`src/rtl/frog_controller.sv`:
```
// frog_controller: frog position, lives and top-of-screen tracking for Frogger.
//   Inputs : clk, rst_n (async, active-low), move_up/down/left/right (level
//            switches, a rising edge is one step), collision, reset_frog,
//            reset_lives.
//   Outputs: frog_x/frog_y (grid position), frog_at_top, lives, reset_level.
//   Optional: define FROG_WRAP_EN to wrap x at the left/right borders
//             instead of clamping (y is always clamped).
module frog_controller #(
  parameter int unsigned GRID_W     = 20,
  parameter int unsigned GRID_H     = 15,
  parameter int unsigned START_X    = 10,
  parameter int unsigned LIVES_INIT = 3,
  parameter int unsigned DEATH_CYC  = 4
) (
  input  logic       clk,
  input  logic       rst_n,
  input  logic       move_up,
  input  logic       move_down,
  input  logic       move_left,
  input  logic       move_right,
  input  logic       collision,
  input  logic       reset_frog,
  input  logic       reset_lives,
  output logic [4:0] frog_x,
  output logic [3:0] frog_y,
  output logic       frog_at_top,
  output logic [1:0] lives,
  output logic       reset_level
);

  localparam int unsigned X_W = 5;
  localparam int unsigned Y_W = 4;
  localparam int unsigned L_W = 2;
  localparam int unsigned C_W = (DEATH_CYC > 1) ? $clog2(DEATH_CYC) : 1;

  localparam logic [X_W-1:0] X_START  = X_W'(START_X);
  localparam logic [X_W-1:0] X_MAX    = X_W'(GRID_W - 1);
  localparam logic [Y_W-1:0] Y_START  = Y_W'(GRID_H - 1);
  localparam logic [L_W-1:0] L_RESET  = L_W'(LIVES_INIT);
  localparam logic [C_W-1:0] CNT_LAST = C_W'(DEATH_CYC - 1);

  typedef enum logic [1:0] {
    ALIVE     = 2'd0,
    AT_TOP    = 2'd1,
    DYING     = 2'd2,
    GAME_OVER = 2'd3
  } state_e;

  state_e         state_q, state_d;
  logic [X_W-1:0] x_q, x_d;
  logic [Y_W-1:0] y_q, y_d;
  logic           top_q, top_d;
  logic [L_W-1:0] lives_q, lives_d;
  logic           rl_q, rl_d;
  logic [C_W-1:0] cnt_q, cnt_d;
  logic [3:0]     prev_q, prev_d;

  logic [3:0]     sw;
  logic [3:0]     rise;
  logic           step;
  logic [X_W-1:0] mv_x;
  logic [Y_W-1:0] mv_y;

  // Switch bit order: {up, down, left, right}
  assign sw   = {move_up, move_down, move_left, move_right};
  assign rise = sw & ~prev_q;
  // Exactly one rising switch; simultaneous rises are discarded
  assign step = (rise != 4'd0) && ((rise & (rise - 4'd1)) == 4'd0);

  // Target position for a single step, clamped (or wrapped in x)
  always_comb begin
    mv_x = x_q;
    mv_y = y_q;
    if (rise[3]) begin
      mv_y = (y_q == '0) ? y_q : y_q - 1'b1;
    end else if (rise[2]) begin
      mv_y = (y_q == Y_START) ? y_q : y_q + 1'b1;
    end else if (rise[1]) begin
`ifdef FROG_WRAP_EN
      mv_x = (x_q == '0) ? X_MAX : x_q - 1'b1;
`else
      mv_x = (x_q == '0) ? x_q : x_q - 1'b1;
`endif
    end else if (rise[0]) begin
`ifdef FROG_WRAP_EN
      mv_x = (x_q == X_MAX) ? '0 : x_q + 1'b1;
`else
      mv_x = (x_q == X_MAX) ? x_q : x_q + 1'b1;
`endif
    end
  end

  // Next-state logic; priority reset_lives > reset_frog > collision > move
  always_comb begin
    state_d = state_q;
    x_d     = x_q;
    y_d     = y_q;
    top_d   = top_q;
    lives_d = lives_q;
    rl_d    = rl_q;
    cnt_d   = cnt_q;
    prev_d  = sw;

    // The death timer advances regardless of the requests handled below
    if (state_q == DYING) begin
      if (cnt_q == CNT_LAST) begin
        cnt_d   = '0;
        state_d = ALIVE;
      end else begin
        cnt_d = cnt_q + 1'b1;
      end
    end

    if (reset_lives) begin
      lives_d = L_RESET;
      if (state_q == GAME_OVER) begin
        x_d     = X_START;
        y_d     = Y_START;
        rl_d    = 1'b0;
        state_d = ALIVE;
      end
    end else if (reset_frog) begin
      x_d   = X_START;
      y_d   = Y_START;
      top_d = 1'b0;
      if (state_q == AT_TOP) begin
        state_d = ALIVE;
      end else if (state_q == DYING) begin
        cnt_d   = '0;
        state_d = DYING;
      end
    end else if (state_q == ALIVE) begin
      if (collision) begin
        if (lives_q > L_W'(1)) begin
          lives_d = lives_q - 1'b1;
          x_d     = X_START;
          y_d     = Y_START;
          cnt_d   = '0;
          state_d = DYING;
        end else begin
          lives_d = '0;
          rl_d    = 1'b1;
          state_d = GAME_OVER;
        end
      end else if (step) begin
        x_d = mv_x;
        y_d = mv_y;
        if (mv_y == '0) begin
          top_d   = 1'b1;
          state_d = AT_TOP;
        end
      end
    end
  end

  // State and output registers
  always_ff @(posedge clk or negedge rst_n) begin
    if (!rst_n) begin
      state_q <= ALIVE;
      x_q     <= X_START;
      y_q     <= Y_START;
      top_q   <= 1'b0;
      lives_q <= L_RESET;
      rl_q    <= 1'b0;
      cnt_q   <= '0;
      prev_q  <= '0;
    end else begin
      state_q <= state_d;
      x_q     <= x_d;
      y_q     <= y_d;
      top_q   <= top_d;
      lives_q <= lives_d;
      rl_q    <= rl_d;
      cnt_q   <= cnt_d;
      prev_q  <= prev_d;
    end
  end

  assign frog_x      = x_q;
  assign frog_y      = y_q;
  assign frog_at_top = top_q;
  assign lives       = lives_q;
  assign reset_level = rl_q;

endmodule

```
`config.mk`:
```
export PLATFORM = sky130hd
export DESIGN_NAME = frog_controller
export DESIGN_NICKNAME = d
export VERILOG_FILES = /design/src/rtl/frog_controller.sv
export SDC_FILE = /design/constraint.sdc
export NUM_CORES = 1
export LEC_CHECK = 0
export ABC_CLOCK_PERIOD_IN_PS = 3930
export CAP_MARGIN = 20
export CORE_MARGIN = 2
export CORE_UTILIZATION = 50
export CTS_CLUSTER_DIAMETER = 150
export DETAILED_ROUTE_END_ITERATION = 10
export MAX_ROUTING_LAYER = met4
export PLACE_DENSITY = 0.71
export SLEW_MARGIN = 20
export SYNTH_ARGS = -nofsm -noshare
export SYNTH_HDL_FRONTEND = slang
export SYNTH_SLANG_ARGS = --single-unit
```
`constraint.sdc`:
```
create_clock -name clk -period 3.93 [get_ports clk]
set_clock_uncertainty 0.15 [all_clocks]
set_input_delay 0.786 -clock clk [delete_from_list [all_inputs] [get_ports clk]]
set_output_delay 0.786 -clock clk [all_outputs]
set_load 0.1 [all_outputs]
```
### After elaboration in Yosys (flattened, before gate mapping)

Index checks and enable logic that the tools add are counted.

| storage, ports and cells | value |
|---|---|
| register bits | 21 |
| word-level logic and storage cells | 116 |
| output and inout bits | 13 |

| operators by class | value |
|---|---|
| add/subtract/negate cells | 7 |
| equal/unequal tests | 15 |
| reductions and logical operators | 20 |
| bitwise operators | 4 |
| muxes and demuxes | 61 |
| $lt $le $gt $ge | 1 |

Operators with widths:

| cell | count |
|---|---|
| 2-to-1 mux 5 bit | 13 |
| 2-to-1 mux 2 bit | 25 |
| 2-to-1 mux 4 bit | 11 |
| zero test 4 bit | 3 |
| 2-to-1 mux 1 bit | 12 |
| != test 5 bit, second input constant | 2 |
| AND reduction 5 bit | 2 |
| nonzero test 2 bit | 5 |
| AND reduction 9 bit | 1 |
| AND 4 bit | 2 |
| != test 4 bit, second input constant | 2 |
| nonzero test 4 bit | 2 |
| subtractor 4 x 1 -> 4 bit, second input constant | 2 |
| == test 2 bit, second input constant | 3 |
| != test 2 x 1 -> 1 bit, second input constant | 3 |
| adder 5 x 1 -> 5 bit, second input constant | 1 |
| == test 5 bit, second input constant | 1 |
| zero test 5 bit | 1 |
| nonzero test 5 bit | 1 |
| subtractor 5 x 1 -> 5 bit, second input constant | 1 |
| adder 4 x 1 -> 4 bit, second input constant | 1 |
| == test 4 bit, second input constant | 1 |
| != test 4 x 1 -> 1 bit, second input constant | 1 |
| NOT 4 bit | 1 |
| other kinds (11) | 11 |

### Logic depth before layout (Yosys ltp)

| logic depth | value |
|---|---|
| depth in word-level cells | 11 |
| mapped depth | 8 |

### Least setup slack after synthesis

No wires, ideal clock.

| timing | value |
|---|---|
| path kind | reg2reg |
| start | register y_q[0], in the netlist frog_y[0] |
| end | register top_q, in the netlist frog_at_top |
| path slack | 1287 ps |
| path buffers | 0 |
| required time | 3685 ps |
| arrival | 2397 ps |
| clock period less this slack | 2643 ps |
| cell stages (with the launch flop) | 7 |
| setup time | 95 ps |
| path through | dfrtp_1 -> inv_1 -> ha_1 -> nor4_1 -> o211a_1 -> o221ai_1 -> o31ai_1 |

| on the way | value |
|---|---|
| longest elaborated chain between the ends | 7 |
| elaborated cells between the ends (all ways) | 11 |
| classes of those cells | add/sub (2); eq/ne (1); mux (4); reduce/logical (4) |

Ends and longest elaborated chain:

| what | RTL line | source |
|---|---|---|
| start, declared | 51 | `logic [Y_W-1:0] y_q, y_d;` |
| start signal, assigned | 170 | `y_q <= y_d;` |
| adder 4 x 1 -> 4 bit / == test 4 bit (equally long branches) | 77 | `mv_y = (y_q == Y_START) ? y_q : y_q + 1'b1;` |
| 2-to-1 mux 4 bit | 77 |  |
| 2-to-1 mux 4 bit | 76 | `end else if (rise[2]) begin` |
| 2-to-1 mux 4 bit (*) | 74 | `if (rise[3]) begin` |
| zero test 4 bit (*) | 148 | `if (mv_y == '0) begin` |
| nonzero test 2 bit (no source line) (*) | - |  |
| AND reduction 5 bit (no source line) (*) | - |  |
| end signal, assigned | 171 | `top_q <= top_d;` |
| end, declared | 52 | `logic top_q, top_d;` |

Every way passes the cells marked *; elsewhere a longest branch is shown, timed or not.
A chain may end at the register's enable or synchronous reset.

### Worst setup path after layout

| timing | value |
|---|---|
| start | input port move_left |
| end | register x_q[4], in the netlist frog_x[4] |

| on the way | value |
|---|---|
| longest elaborated chain between the ends | 9 |
| elaborated cells between the ends (all ways) | 19 |
| classes of those cells | add/sub (1); eq/ne (2); mux (8); bitwise (2); reduce/logical (6) |

Ends and longest elaborated chain:

| what | RTL line | source |
|---|---|---|
| start, declared | 19 | `input logic move_left,` |
| AND 4 bit (*) | 66 | `assign rise = sw & ~prev_q;` |
| branches (longest 8 deep; another with subtractor 4 x 1 -> 4 bit) | - |  |
| end signal, assigned | 160 | `x_q <= X_START;` |
| end signal, assigned | 169 | `x_q <= x_d;` |
| end, declared | 50 | `logic [X_W-1:0] x_q, x_d;` |

Every way passes the cells marked *. The select of a mux whose other input is x is not followed.

==> reports/metrics.cfg <==
[outcome]
outcome = complete, no violations

[setup_path]
r2r_cells = 7
r2r_start = prev_q[1]
cp_max_fo = 9
path_class = input pin to register
rrSetupSlack_ns = 1.44
r2r-end = frog_x[4]
startpoint = move_left
cp.required_ns = 4.04
crit_path_start_kind = input pin
critPathCaptureType = register
worstPathArrival_ns = 3.17

[timing]
tns_ns = 0
worstMarginPinSlew_ns = 0.9682
finalCritPeriodShare = 0.7786
slew_violations = 0
min_period_ns = 3.060
hold_viol = 0
rsz0062_at_grt = false
timing.fmax_mhz = 326.8
setup_viol = 0
maxSlewHeadroom = 0.3525

[floorplanning]
io_pins = 22
die_area_um2 = 3487
coreArea_um2 = 2829
rows = 19
die_h_um = 59.05
die_w_um = 59.05
initial_core_util = 0.5356

[clock_network]
post_cts_buffers = 0
ctsHoldBuffers = 0
cts-root-buf = clkbuf_4
cts_tree = built
clkSinkCount = 21
path_clk_slew_ns = 0.13
cts_resized = 0
numCtsBuffers = 3
clk_path_buf_depth = 2
clkLatencyLatePin_ns = 0.32
cts.htree.levels = 1

[global_route]
grt_max_degree = 22
overflow = 0
grt_pass1_vias = 1334
antenna_found_initial = 0
grt_use_total = 0.2363
grt_first_pass_wirelength_mm = 6.147

[power]
ir_drop_mv = 0.2726
powerDensity_nw_per_um2 = 381.4
power.total_mw = 0.6738
power_leakage_nw = 0.6915

[routing]
vias_per_cell = 6.378
wirelength_mm = 3.543
drtIter0Drc = 119
wl_per_cell_um = 16.33
final_antenna_net_count = 0
dr.pass1.iters = 5
vias = 1384
drc = 0

[synth]
synth_cells = 166
synth_top_area_share = 0.2312
syn_area_um2 = 1515
synthTopCellsByArea = dfrtp_1, dfstp_2, ha_1
synth-simple-area-share = 0.2180
syn_nets = 183
synth_xor_area_frac = 0.02312
synth_common_cells = dfrtp_1, nand2_1, a21oi_1, nor2_1, nand3_1
ys.flop_type = dfrtp_1
async_flop_share = 1.000
muxShareOfSynthArea = 0.03386
ys_ff_latch = 21
synth_warnings = 0
postSynthAreaPerCell_um2 = 9.128
yosys.area.top_type = dfrtp_1
synth_top_family_by_area = compound AO/OA/AOI/OAI gates
synth-edff-count = 0
ys_types = 53
synthAdderAreaFrac = 0.07102
synth-compound-area-share = 0.2659
ys_seq_area_frac = 0.3526

[job]
max-cap-violations = 0

[hold_path]
min_to = lives[1]
hold_depth = 2
min-delay-start = lives[1]
hold_path.class = register to register

[cells_and_area]
drive_gt1_frac = 0.1183
diodes = 0
fin_nets = 204
synthToLayoutAreaGrowth_pct = 16.60
nFillCells = 258

[placed_design]
gpl.final_weighted_congestion = 0.8501
io_buffers = 21
hpwl_mm = 2.633

==> worst max path at each step <==
| stage | endpoint | slack, ns | cells after the start |
|---|---|---|---|
| finish | frog_x[4] | 0.87 | 8 |
| floorplan | frog_at_top | 1.29 | 6 |
| global route | frog_x[4] | 0.69 | 8 |
| CTS | frog_x[1] | 0.88 | 1 |
| global placement | frog_x[4] | 0.64 | 8 |
| detailed placement | frog_x[4] | 0.58 | 8 |
==> critical path: stages <==
cell             delay [ns]
clkdlybuf4s50_1        0.47
nor2b_1                0.55
ha_1                   0.40
a21o_1                 0.18
a21oi_1                0.19
mux2i_1                0.23
nor3b_1                0.22
o22a_1                 0.15
==> flip-flops by register name, summed over array words and instances (netlist names) <==
register / count
cnt_q: 2
frog_at_top: 1
frog_x: 5
frog_y: 4
lives: 2
prev_q: 4
reset_level: 1
state_q: 2
==> per-layer routing <==
metal  up-vias  track usage  share of wire  routed length (µm)
met3         8      0.02620          0.033                 118
met4         0      0.08766          0.017                  59
met2        33       0.3730           0.49                1722
met5         -            -              0                   0
li1        671            -              -                   -
met1       672       0.3142           0.46                1642
==> kinds of logic after synthesis <==
group / Yosys count
compound gates: 56
xor+xnor: 4
fa+ha+maj: 8
buf+inv: 12
flops: 21
mux: 5
simple gates: 60
==> metrics by stage <==
step                      instance area, µm²  instances    util  setup slack, ns  hold slack [ns]
after global routing                    1767        217  0.6245           0.6867           0.4283
after global placement                  1737        213  0.6139           0.6433           0.3553
after floorplan                         1515        166       -            1.287           0.3403
after CTS                               1767        217  0.6245           0.8768           0.3995
after detailed placement                1737        213  0.6139           0.5762           0.3680
final                                   1767        217  0.6245           0.8701           0.3927
==> power breakdown <==
part	internal, mW	switching (mW)
Sequential	0.246	0.0377
Combinational	0.0960	0.181
Clock	0.0389	0.0740
Total	0.381	0.293
==> final cells by class <==
| class | instances | area (µm²) | area share |
|---|---|---|---|
| Tap cell | 31 | 38.79 | 0.02195 |
| Clock buffer | 3 | 22.52 | 0.01275 |
| Multi-Input combinational cell | 133 | 927.1 | 0.5248 |
| Sequential cell | 21 | 534.3 | 0.3024 |
| Inverter | 7 | 26.28 | 0.01487 |
| Clock inverter | 1 | 7.507 | 0.004249 |
| Timing Repair Buffer | 21 | 210.2 | 0.1190 |
==> layout by cell type (no fill, tap or decap), types with 3 or more instances in the layout <==
cell | synthesis | final
o21ai_0 | 7 | 7
a21oi_1 | 13 | 13
dfrtp_1 | 14 | 14
a31oi_1 | 5 | 5
inv_1 | 7 | 7
nand3_1 | 8 | 8
clkdlybuf4s50_1 | 0 | 21
nor2_1 | 11 | 11
dfstp_2 | 7 | 7
nor4_1 | 3 | 3
nand2b_1 | 6 | 6
nor3b_1 | 4 | 4
nand2_1 | 14 | 14
mux2i_1 | 4 | 4
xnor2_1 | 3 | 3
a211oi_1 | 3 | 3
ha_1 | 7 | 7
clkbuf_4 | 0 | 3
nor3_1 | 3 | 3
(Power assumes the default switching activity.)
